## src/rtl/md6_pkg.sv

```systemverilog
// Shared definitions for the Mega Drive 6-button pad reader: scan states,
// vj bit positions and pad pin positions for each select level.
package md6_pkg;

  typedef enum logic [3:0] {
    ST_WAIT,
    ST_P0,
    ST_P1,
    ST_P2,
    ST_P3,
    ST_P4,
    ST_P5,
    ST_P6,
    ST_P7
  } state_e;

  // Bit positions inside the vj output word
  localparam int VJ_R     = 0;
  localparam int VJ_L     = 1;
  localparam int VJ_D     = 2;
  localparam int VJ_U     = 3;
  localparam int VJ_B     = 4;
  localparam int VJ_C     = 5;
  localparam int VJ_A     = 6;
  localparam int VJ_START = 7;
  localparam int VJ_Y     = 8;
  localparam int VJ_Z     = 9;
  localparam int VJ_X     = 10;

  // Pad pins while select is high (normal read)
  localparam int HI_U = 0;
  localparam int HI_D = 1;
  localparam int HI_L = 2;
  localparam int HI_R = 3;
  localparam int HI_B = 4;
  localparam int HI_C = 5;

  // Pad pins while select is low; ID pins read 00 when a pad is attached
  localparam int LO_ID0   = 2;
  localparam int LO_ID1   = 3;
  localparam int LO_A     = 4;
  localparam int LO_START = 5;

  // Pad pins on the fourth high select of a 6-button pad
  localparam int X6_Z = 0;
  localparam int X6_Y = 1;
  localparam int X6_X = 2;

  // Select level driven to the pad in a given state
  function automatic logic pin_level(state_e s);
    return (s == ST_WAIT) || (s == ST_P0) || (s == ST_P2) ||
           (s == ST_P4) || (s == ST_P6);
  endfunction

endpackage

```

## src/rtl/sync_2ff.sv

```systemverilog
// Two-flop synchronizer for asynchronous inputs; resets to all ones so
// active-low pad pins read as released while the reader is held in reset.
module sync_2ff #(
  parameter int WIDTH = 1
) (
  input  logic             clk,
  input  logic             reset,
  input  logic [WIDTH-1:0] d,
  output logic [WIDTH-1:0] q
);

  logic [WIDTH-1:0] meta_q, meta_d;
  logic [WIDTH-1:0] sync_q, sync_d;

  // Shift the raw input through the two stages
  always_comb begin
    meta_d = d;
    sync_d = meta_q;
  end

  // Synchronizer flops with synchronous active-low reset
  always_ff @(posedge clk) begin
    if (!reset) begin
      meta_q <= '1;
      sync_q <= '1;
    end else begin
      meta_q <= meta_d;
      sync_q <= sync_d;
    end
  end

  assign q = sync_q;

endmodule

```

## src/rtl/md6_joystick_reader.sv

```systemverilog
// Mega Drive 3/6-button pad reader: idles with select high long enough for
// the pad's counter to time out, then toggles select through eight phases,
// sampling at the end of each phase and committing one result per scan.
module md6_joystick_reader
  import md6_pkg::*;
#(
  parameter int PHASE_CYCLES = 280,
  parameter int IDLE_CYCLES  = 56000
) (
  input  logic        clk,
  input  logic        reset,
  input  logic        scan_en,
  input  logic [5:0]  data_bits,
  output logic        pin_7,
  output logic [10:0] vj,
  output logic        present,
  output logic        six_button,
  output logic        valid
);

  localparam int MAX_CYCLES = (IDLE_CYCLES > PHASE_CYCLES) ? IDLE_CYCLES : PHASE_CYCLES;
  localparam int CW         = $clog2(MAX_CYCLES);
  localparam logic [CW-1:0] IDLE_LAST  = CW'(IDLE_CYCLES - 1);
  localparam logic [CW-1:0] PHASE_LAST = CW'(PHASE_CYCLES - 1);

  logic [5:0] pad_sync;

  state_e        state_q, state_d;
  logic [CW-1:0] cnt_q, cnt_d;
  logic          pin_7_q, pin_7_d;
  logic [5:0]    hi_btn_q, hi_btn_d;
  logic [1:0]    lo_btn_q, lo_btn_d;
  logic          present_stg_q, present_stg_d;
  logic          six_stg_q, six_stg_d;
  logic [2:0]    xyz_q, xyz_d;
  logic [10:0]   vj_q, vj_d;
  logic          present_q, present_d;
  logic          six_q, six_d;
  logic          valid_q, valid_d;
  logic          phase_end;

  sync_2ff #(.WIDTH(6)) u_sync (
    .clk   (clk),
    .reset (reset),
    .d     (data_bits),
    .q     (pad_sync)
  );

  // Next-state, phase timing, end-of-phase sampling and atomic commit
  always_comb begin
    phase_end     = (cnt_q == PHASE_LAST);
    state_d       = state_q;
    cnt_d         = cnt_q;
    hi_btn_d      = hi_btn_q;
    lo_btn_d      = lo_btn_q;
    present_stg_d = present_stg_q;
    six_stg_d     = six_stg_q;
    xyz_d         = xyz_q;
    vj_d          = vj_q;
    present_d     = present_q;
    six_d         = six_q;
    valid_d       = 1'b0;

    if (state_q == ST_WAIT) begin
      if (cnt_q == IDLE_LAST) begin
        if (scan_en) begin
          state_d = ST_P0;
          cnt_d   = '0;
        end
      end else begin
        cnt_d = cnt_q + 1'b1;
      end
    end else if (phase_end) begin
      cnt_d   = '0;
      state_d = (state_q == ST_P7) ? ST_WAIT : state_e'(state_q + 4'd1);
      case (state_q)
        ST_P0: hi_btn_d = ~pad_sync;
        ST_P1: begin
          lo_btn_d      = {~pad_sync[LO_START], ~pad_sync[LO_A]};
          present_stg_d = ~pad_sync[LO_ID1] & ~pad_sync[LO_ID0];
        end
        ST_P5: six_stg_d = present_stg_q & (pad_sync[3:0] == 4'b0000);
        ST_P6: xyz_d = ~pad_sync[2:0];
        ST_P7: begin
          valid_d   = 1'b1;
          present_d = present_stg_q;
          six_d     = present_stg_q & six_stg_q;
          vj_d      = '0;
          if (present_stg_q) begin
            vj_d[VJ_R]     = hi_btn_q[HI_R];
            vj_d[VJ_L]     = hi_btn_q[HI_L];
            vj_d[VJ_D]     = hi_btn_q[HI_D];
            vj_d[VJ_U]     = hi_btn_q[HI_U];
            vj_d[VJ_B]     = hi_btn_q[HI_B];
            vj_d[VJ_C]     = hi_btn_q[HI_C];
            vj_d[VJ_A]     = lo_btn_q[0];
            vj_d[VJ_START] = lo_btn_q[1];
            if (six_stg_q) begin
              vj_d[VJ_X] = xyz_q[X6_X];
              vj_d[VJ_Y] = xyz_q[X6_Y];
              vj_d[VJ_Z] = xyz_q[X6_Z];
            end
          end
        end
        default: ;
      endcase
    end else begin
      cnt_d = cnt_q + 1'b1;
    end

    pin_7_d = pin_level(state_d);
  end

  // State, staging and registered outputs
  always_ff @(posedge clk) begin
    if (!reset) begin
      state_q       <= ST_WAIT;
      cnt_q         <= '0;
      pin_7_q       <= 1'b1;
      hi_btn_q      <= '0;
      lo_btn_q      <= '0;
      present_stg_q <= 1'b0;
      six_stg_q     <= 1'b0;
      xyz_q         <= '0;
      vj_q          <= '0;
      present_q     <= 1'b0;
      six_q         <= 1'b0;
      valid_q       <= 1'b0;
    end else begin
      state_q       <= state_d;
      cnt_q         <= cnt_d;
      pin_7_q       <= pin_7_d;
      hi_btn_q      <= hi_btn_d;
      lo_btn_q      <= lo_btn_d;
      present_stg_q <= present_stg_d;
      six_stg_q     <= six_stg_d;
      xyz_q         <= xyz_d;
      vj_q          <= vj_d;
      present_q     <= present_d;
      six_q         <= six_d;
      valid_q       <= valid_d;
    end
  end

  assign pin_7      = pin_7_q;
  assign vj         = vj_q;
  assign present    = present_q;
  assign six_button = six_q;
  assign valid      = valid_q;

endmodule

```

## config.mk

```make
export PLATFORM = sky130hd
export DESIGN_NAME = md6_joystick_reader
export DESIGN_NICKNAME = d
export VERILOG_FILES = /design/src/rtl/md6_pkg.sv /design/src/rtl/sync_2ff.sv /design/src/rtl/md6_joystick_reader.sv
export SDC_FILE = /design/constraint.sdc
export NUM_CORES = 1
export LEC_CHECK = 0
export CAP_MARGIN = 20
export CORE_MARGIN = 3
export CORE_UTILIZATION = 55
export DETAILED_ROUTE_END_ITERATION = 10
export PLACE_DENSITY = 0.77
export SYNTH_ARGS = -nofsm -noshare
export SYNTH_HDL_FRONTEND = slang
export SYNTH_HIERARCHICAL = 1
export SYNTH_SLANG_ARGS = --single-unit
```

## constraint.sdc

```tcl
create_clock -name clk -period 2.15 [get_ports clk]
set_input_delay 0.43 -clock clk [delete_from_list [all_inputs] [get_ports clk]]
set_output_delay 0.43 -clock clk [all_outputs]
set_load 0.02 [all_outputs]
```

After elaboration in Yosys (flattened, before gate mapping). Index checks and enable logic that the tools add are counted.

Register bits after elaboration: 60. Input bits: 9. Output and inout port bits: 15. Logic and storage cells: 65.

$add $sub $neg: 2. Equal/unequal tests: 12. Mux-type cells: 12. Bitwise gates (word level): 12. Reduce and logical (&&, ||, !) cells: 13.

Operators by type and width (number): 16-bit two-way mux (4); 4-bit two-way mux (5); 16-bit by 1-bit adder with 16-bit output, second input constant (1); 16-bit equality test, second input constant (1); 16-bit by 9-bit equality test with 1-bit output, second input constant (1); 4-bit by 3-bit equality test with 1-bit output, second input constant (4); 3-bit AND reduction (5); 4-bit logical NOT (3); 11-bit two-way mux (1); 4-bit by 1-bit equality test with 1-bit output, second input constant (2); 4-bit by 2-bit equality test with 1-bit output, second input constant (2); 1-bit NOT (7); 6-bit NOT (1); 4-bit by 1-bit adder with 4-bit output, second input constant (1); 4-bit equality test, second input constant (1); 1-bit logical OR (4); 1-bit AND (3); 3-bit two-way mux (1); 3-bit inequality test, second input constant (1); 3-bit NOT (1); 3-bit OR reduction (1); 1-bit two-way mux (1).

Logic depth before layout (Yosys ltp). Gate-level depths: netlist of the first run.

Word-level depth: 9. Depth in mapped cells: 9. Depth with buffers taken out: 7.

Modules after synthesis. The synthesis of the first run kept the hierarchy.

Modules (own cells, without submodules): md6_joystick_reader (instances 1, cells each 245, area an instance 2228.4 um^2, sequential area each 960.9 um^2); sync_2ff (instances 1, cells each 25, area an instance 339.1 um^2, sequential area each 240.2 um^2).

Worst setup path after synthesis of the first run. No wires, ideal clock.

Kind: register -> register. From: reg cnt_q[0]. To: reg hi_btn_q[2]. Library setup time: 0.116 ns. Arrival: 1.758 ns. Required time: 2.034 ns. Setup slack: 0.276 ns. Stages on the path, launching flop included: 9. Path buffers: 2. Clock period less this slack: 1.874 ns. Path through: dfxtp_1 > ha_1 > nor4bb_1 > and4_1 > buf_4 > and4b_1 > buf_2 > nand2_1 > o211a_1.

Cells in the longest elaborated chain, start to end: 2.

RTL lines: from (decl) (line md6_joystick_reader.sv:29) `logic [CW-1:0] cnt_q, cnt_d;`; from (signal assigned) (line md6_joystick_reader.sv:131) `cnt_q <= cnt_d;`; 16-bit by 9-bit equality test with 1-bit output (line md6_joystick_reader.sv:51) `phase_end = (cnt_q == PHASE_LAST);`; 3-bit AND reduction (no line); to (signal assigned) (line md6_joystick_reader.sv:133) `hi_btn_q <= hi_btn_d;`; to (decl) (line md6_joystick_reader.sv:31) `logic [5:0] hi_btn_q, hi_btn_d;`.

Every way passes these cells. A chain may end at the register's enable or synchronous reset.

Final worst setup path of the first run.
From: reg cnt_q[0]. To: reg vj_q[10] (netlist: vj[10]).

Cells in the longest elaborated chain, start to end: 2.

RTL lines: 16-bit by 9-bit equality test with 1-bit output (line md6_joystick_reader.sv:51); 3-bit AND reduction (no line); to (signal assigned) (line md6_joystick_reader.sv:138) `vj_q <= vj_d;`; to (decl) (line md6_joystick_reader.sv:36) `logic [10:0] vj_q, vj_d;`.

Every way passes these cells.

==> Flow_metrics.wiki, run 1 <==
{| class="wikitable"
! Metric !! Value
|-
| Total setup violations reported at the end of the flow || 0
|-
| Period utilization || approximately 94%
|-
| Via count of the first global-routing pass || 1807
|-
| Max-cap violations || 0
|-
| Die Wd || 74.3 um
|-
| CTS tree || done
|-
| Average vias per placed instance || around 5.5
|-
| Largest clock skew in the final design || ~0.0083 ns
|-
| Aggregate routed wire length || between 4000 and 5000 um
|-
| Number of different library cells in the post-synthesis netlist || 47
|-
| Proportion of layout cells with a drive suffix above 1 || about 14%
|-
| Global Route met2 Usage || just under 30%
|-
| DRC Markers || 0
|-
| Port Buffers || 23
|-
| Setup total negative slack || 0 ns
|-
| Final core area utilization || a little over two thirds
|-
| Synthesis-to-layout area growth || 21.4%
|-
| Number of synthesized register bits || 60
|-
| Grt total ovfl || 0
|-
| Launching element type of the critical path || register
|-
| Routed Antenna Nets || 0
|-
| Clock root cell || sky130_fd_sc_hd__clkbuf_8
|-
| Number of failing hold endpoints at the final stage || 0
|-
| Maximum number of pins on one net before global-route repair || 46
|-
| Num CTS Buffers || 9
|-
| All-layer global routing usage || 19.5%
|-
| Transition time at the pin with the least slew margin || 0.467 ns
|-
| Via total after detailed routing || 1978
|-
| R2r setup slk || between 0.1 and 0.15 ns
|-
| Ys Warns || 6
|-
| Clock sinks || 60
|-
| Required time worst endpoint || approximately 2.4 ns
|-
| Synthesized net count || 284
|-
| Static leakage power || 1.22 nW
|-
| Fill cells || 370
|-
| Met1 Resource Use GR || about 26%
|-
| Crit path max fanout || 14
|-
| Highest clock rate || just under 500 MHz
|-
| Min Clock Period, post-route || between 2 and 2.5 ns
|-
| Starting density of the core || between 50% and 60%
|-
| Top-level port count || 24
|-
| Kind of critical path || reg -> reg
|-
| Maximum buffer depth of the clock tree || 2
|-
| Top Usage Layer GRT || met2
|-
| Cell area after technology mapping || roughly 2600 sq um
|-
| Power density relative to cell area || about 730 nW/um^2
|-
| Std-Cell Core Area || 4440 sq um
|-
| Result of the run || complete, no violations
|-
| Number of antenna violations at the first check in global routing || 0
|-
| Global-route wire length before repair || between 8000 and 9000 um
|-
| Hold crit path type || reg -> reg
|-
| Arrival time at the worst endpoint || 2.26 ns
|-
| Num rows || 24
|-
| Drt wl/cell || 13.4 um
|-
| Most used DFF post-synth || sky130_fd_sc_hd__dfxtp_1
|-
| Chip height || approximately 74 um
|-
| HPWL after detailed placement || 3310 um
|-
| Async SR Flop Fraction || 0%
|-
| EDFF count, synth || 0
|-
| Cell total after placement || 345
|-
| Clock network latency to the later pin of the worst-skew pair || ~0.33 ns
|-
| Final cell count without fillers || 361
|-
| Number of standard cells after synthesis || between 200 and 300
|-
| Hold buffer count at cts || 0
|-
| Worst VDD drop || around 0.48 mV
|-
| Slew Limit Headroom || between 60 and 70%
|-
| First-iteration detailed-routing DRC count || ~120
|-
| Sequential cell area fraction in the yosys report || ~47%
|-
| Antenna diodes || 0
|-
| H-tree levels || 3
|-
| Finished layout cell area || between 3000 and 4000 sq um
|-
| Drt pass-1 iters || 5
|-
| Instance area after placement || between 2000 and 3000 sq um
|-
| Count of pins over their slew limit || 0
|-
| Post-synthesis average cell area || approximately 9.5 sq um
|-
| Die Area || about 5500 sq um
|-
| Met3 Usage GRT || under 10%
|-
| Clock transition at the registers of the reported paths || approximately 0.06 ns
|-
| Count of nets after finishing || about 320
|-
| Global placement routability congestion || 0.819
|-
| Crit. End Element || register
|}
## final cells by class
cell class,instances,area [sq um],area share (%)
Multi-Input combinational cell,190,1270,40.8
Tap cell,52,65.1,2.09
Clock inverter,5,77.6,2.49
Sequential cell,60,1200,38.5
Timing Repair Buffer,37,348,11.2
Clock buffer,10,128,4.09
Inverter,7,26.3,0.843
## synthesized netlist by cell type, types with 2 or more instances
cell,count,area share [%]
sky130_fd_sc_hd__mux2i_1,2,0.78
sky130_fd_sc_hd__nor2_1,15,2.2
sky130_fd_sc_hd__a21oi_1,6,1.2
sky130_fd_sc_hd__nor4_1,2,0.49
sky130_fd_sc_hd__nor3_1,6,1.2
sky130_fd_sc_hd__nand2b_1,8,1.9
sky130_fd_sc_hd__and4b_1,2,0.78
sky130_fd_sc_hd__buf_6,3,1.3
sky130_fd_sc_hd__nand4_1,8,1.9
sky130_fd_sc_hd__nand2b_2,5,1.7
sky130_fd_sc_hd__clkbuf_1,4,0.58
sky130_fd_sc_hd__inv_1,7,1.0
sky130_fd_sc_hd__a21boi_0,8,2.3
sky130_fd_sc_hd__and3_1,3,0.73
sky130_fd_sc_hd__buf_2,5,0.97
sky130_fd_sc_hd__nor3b_1,2,0.58
sky130_fd_sc_hd__o21ai_0,7,1.4
sky130_fd_sc_hd__dfxtp_1,60,47
sky130_fd_sc_hd__ha_1,5,2.4
sky130_fd_sc_hd__xor2_1,3,1.0
sky130_fd_sc_hd__o211a_1,11,4.3
sky130_fd_sc_hd__nand2_1,34,5.0
sky130_fd_sc_hd__and2_1,4,0.97
sky130_fd_sc_hd__xnor2_1,7,2.4
sky130_fd_sc_hd__nor4b_1,2,0.68
sky130_fd_sc_hd__a21boi_1,8,2.3
sky130_fd_sc_hd__nor2b_1,3,0.73
sky130_fd_sc_hd__and4_1,3,1.0
sky130_fd_sc_hd__or3_1,3,0.73
sky130_fd_sc_hd__nand3_1,17,3.3
## where the power goes
| group | switching (mW) | internal (mW) | total [mW] |
|---|---|---|---|
| Sequential | 0.0108 | 1.13 | 1.14 |
| Clock | 0.419 | 0.642 | 1.06 |
| Combinational | 0.0311 | 0.0399 | 0.0711 |
| Total | 0.461 | 1.81 | 2.27 |
## cell families (layout without fill, tap and decap cells)
family / after synthesis / after routing / synth area share, %
AOI/OAI and AO/OA: 47 / 47 / 14.5
xor gates and xnor gates: 10 / 10 / 3.41
adders and majority gates: 5 / 5 / 2.44
buffers and inverters: 20 / 59 / 4.19
DFF: 60 / 60 / 46.8
muxes: 2 / 2 / 0.780
and+or+nand+nor: 126 / 126 / 27.9
## sequential cells by signal, indices dropped and copies added, names as in the netlist, 2 cells and up
signal / cells
cnt_q: 16
vj: 11
hi_btn_q: 6
u_sync/meta_q: 6
u_sync/q: 6
state_q: 4
xyz_q: 3
lo_btn_q: 2
## routing by layer
metal | vias to the layer above | part of all wire, %
met5 | - | 0
met4 | 0 | 1.2
met3 | 6 | 3.8
met2 | 36 | 45
met1 | 917 | 50
li1 | 1019 | -
## timing repair
| action | CTS | global route |
|---|---|---|
| endpoints found under the setup margin | 0 | 38 |
| gates resized for setup | 0 | 4 |
| setup buffers | 0 | 1 |
## layout by cell type (no fill, tap or decap), drive strengths merged, types with 2 or more instances in the layout
cell type      synthesis  layout
a211oi                 2       2
a21boi                16      16
a21oi                  6       6
and2                   4       4
and3                   3       3
and4                   3       3
and4b                  2       2
buf                    9      14
bufinv                 0       2
clkbuf                 4      10
clkdlybuf4s50          0      23
clkinv                 0       2
dfxtp                 60      60
ha                     5       5
inv                    7       7
mux2i                  2       2
nand2                 35      35
nand2b                13      13
nand3                 17      17
nand4                  8       8
nor2                  15      15
nor2b                  3       3
nor3                   6       6
nor3b                  2       2
nor4                   4       4
nor4b                  2       2
o211a                 11      11
o21ai                  7       7
o41ai                  2       2
or3                    3       3
xnor2                  7       7
xor2                   3       3
## through the flow
| stage | setup WS, ns | hold WS (ns) | total power, mW |
|---|---|---|---|
| 6_report | 0.135 | 0.408 | 2.27 |
| 5_1_grt | -0.00829 | 0.438 | 2.36 |
| 4_1_cts | 0.0616 | 0.409 | 2.30 |
| 3_5_place_dp | 0.107 | 0.394 | 1.23 |
| 3_3_place_gp | 0.187 | 0.392 | 1.23 |
| 2_1_floorplan | 0.276 | 0.386 | 1.20 |
## critical path, cell delays in order (launching register included)
cell and delay (ns):
sky130_fd_sc_hd__dfxtp_1 0.40, sky130_fd_sc_hd__ha_2 0.23, sky130_fd_sc_hd__nor4bb_2 0.30, sky130_fd_sc_hd__and4_2 0.33
sky130_fd_sc_hd__and3_1 0.22, sky130_fd_sc_hd__buf_12 0.14, sky130_fd_sc_hd__nand4_1 0.09, sky130_fd_sc_hd__a21boi_0 0.21
## worst paths after layout
check	from	end	cells after the start
max	cnt_q[0]	vj[10]	7
min	u_sync/meta_q[5]	u_sync/q[5]	1
max reg2reg	cnt_q[0]	vj[10]	7
min reg2reg	u_sync/meta_q[5]	u_sync/q[5]	1
(Power assumes the default switching activity.)
==> inputs of run 2 (changes only) <==
- CTS_CLUSTER_DIAMETER: unset -> 100
==> results of run 2 <==
Final layout, timing and power as in run 1 (identical DEF).
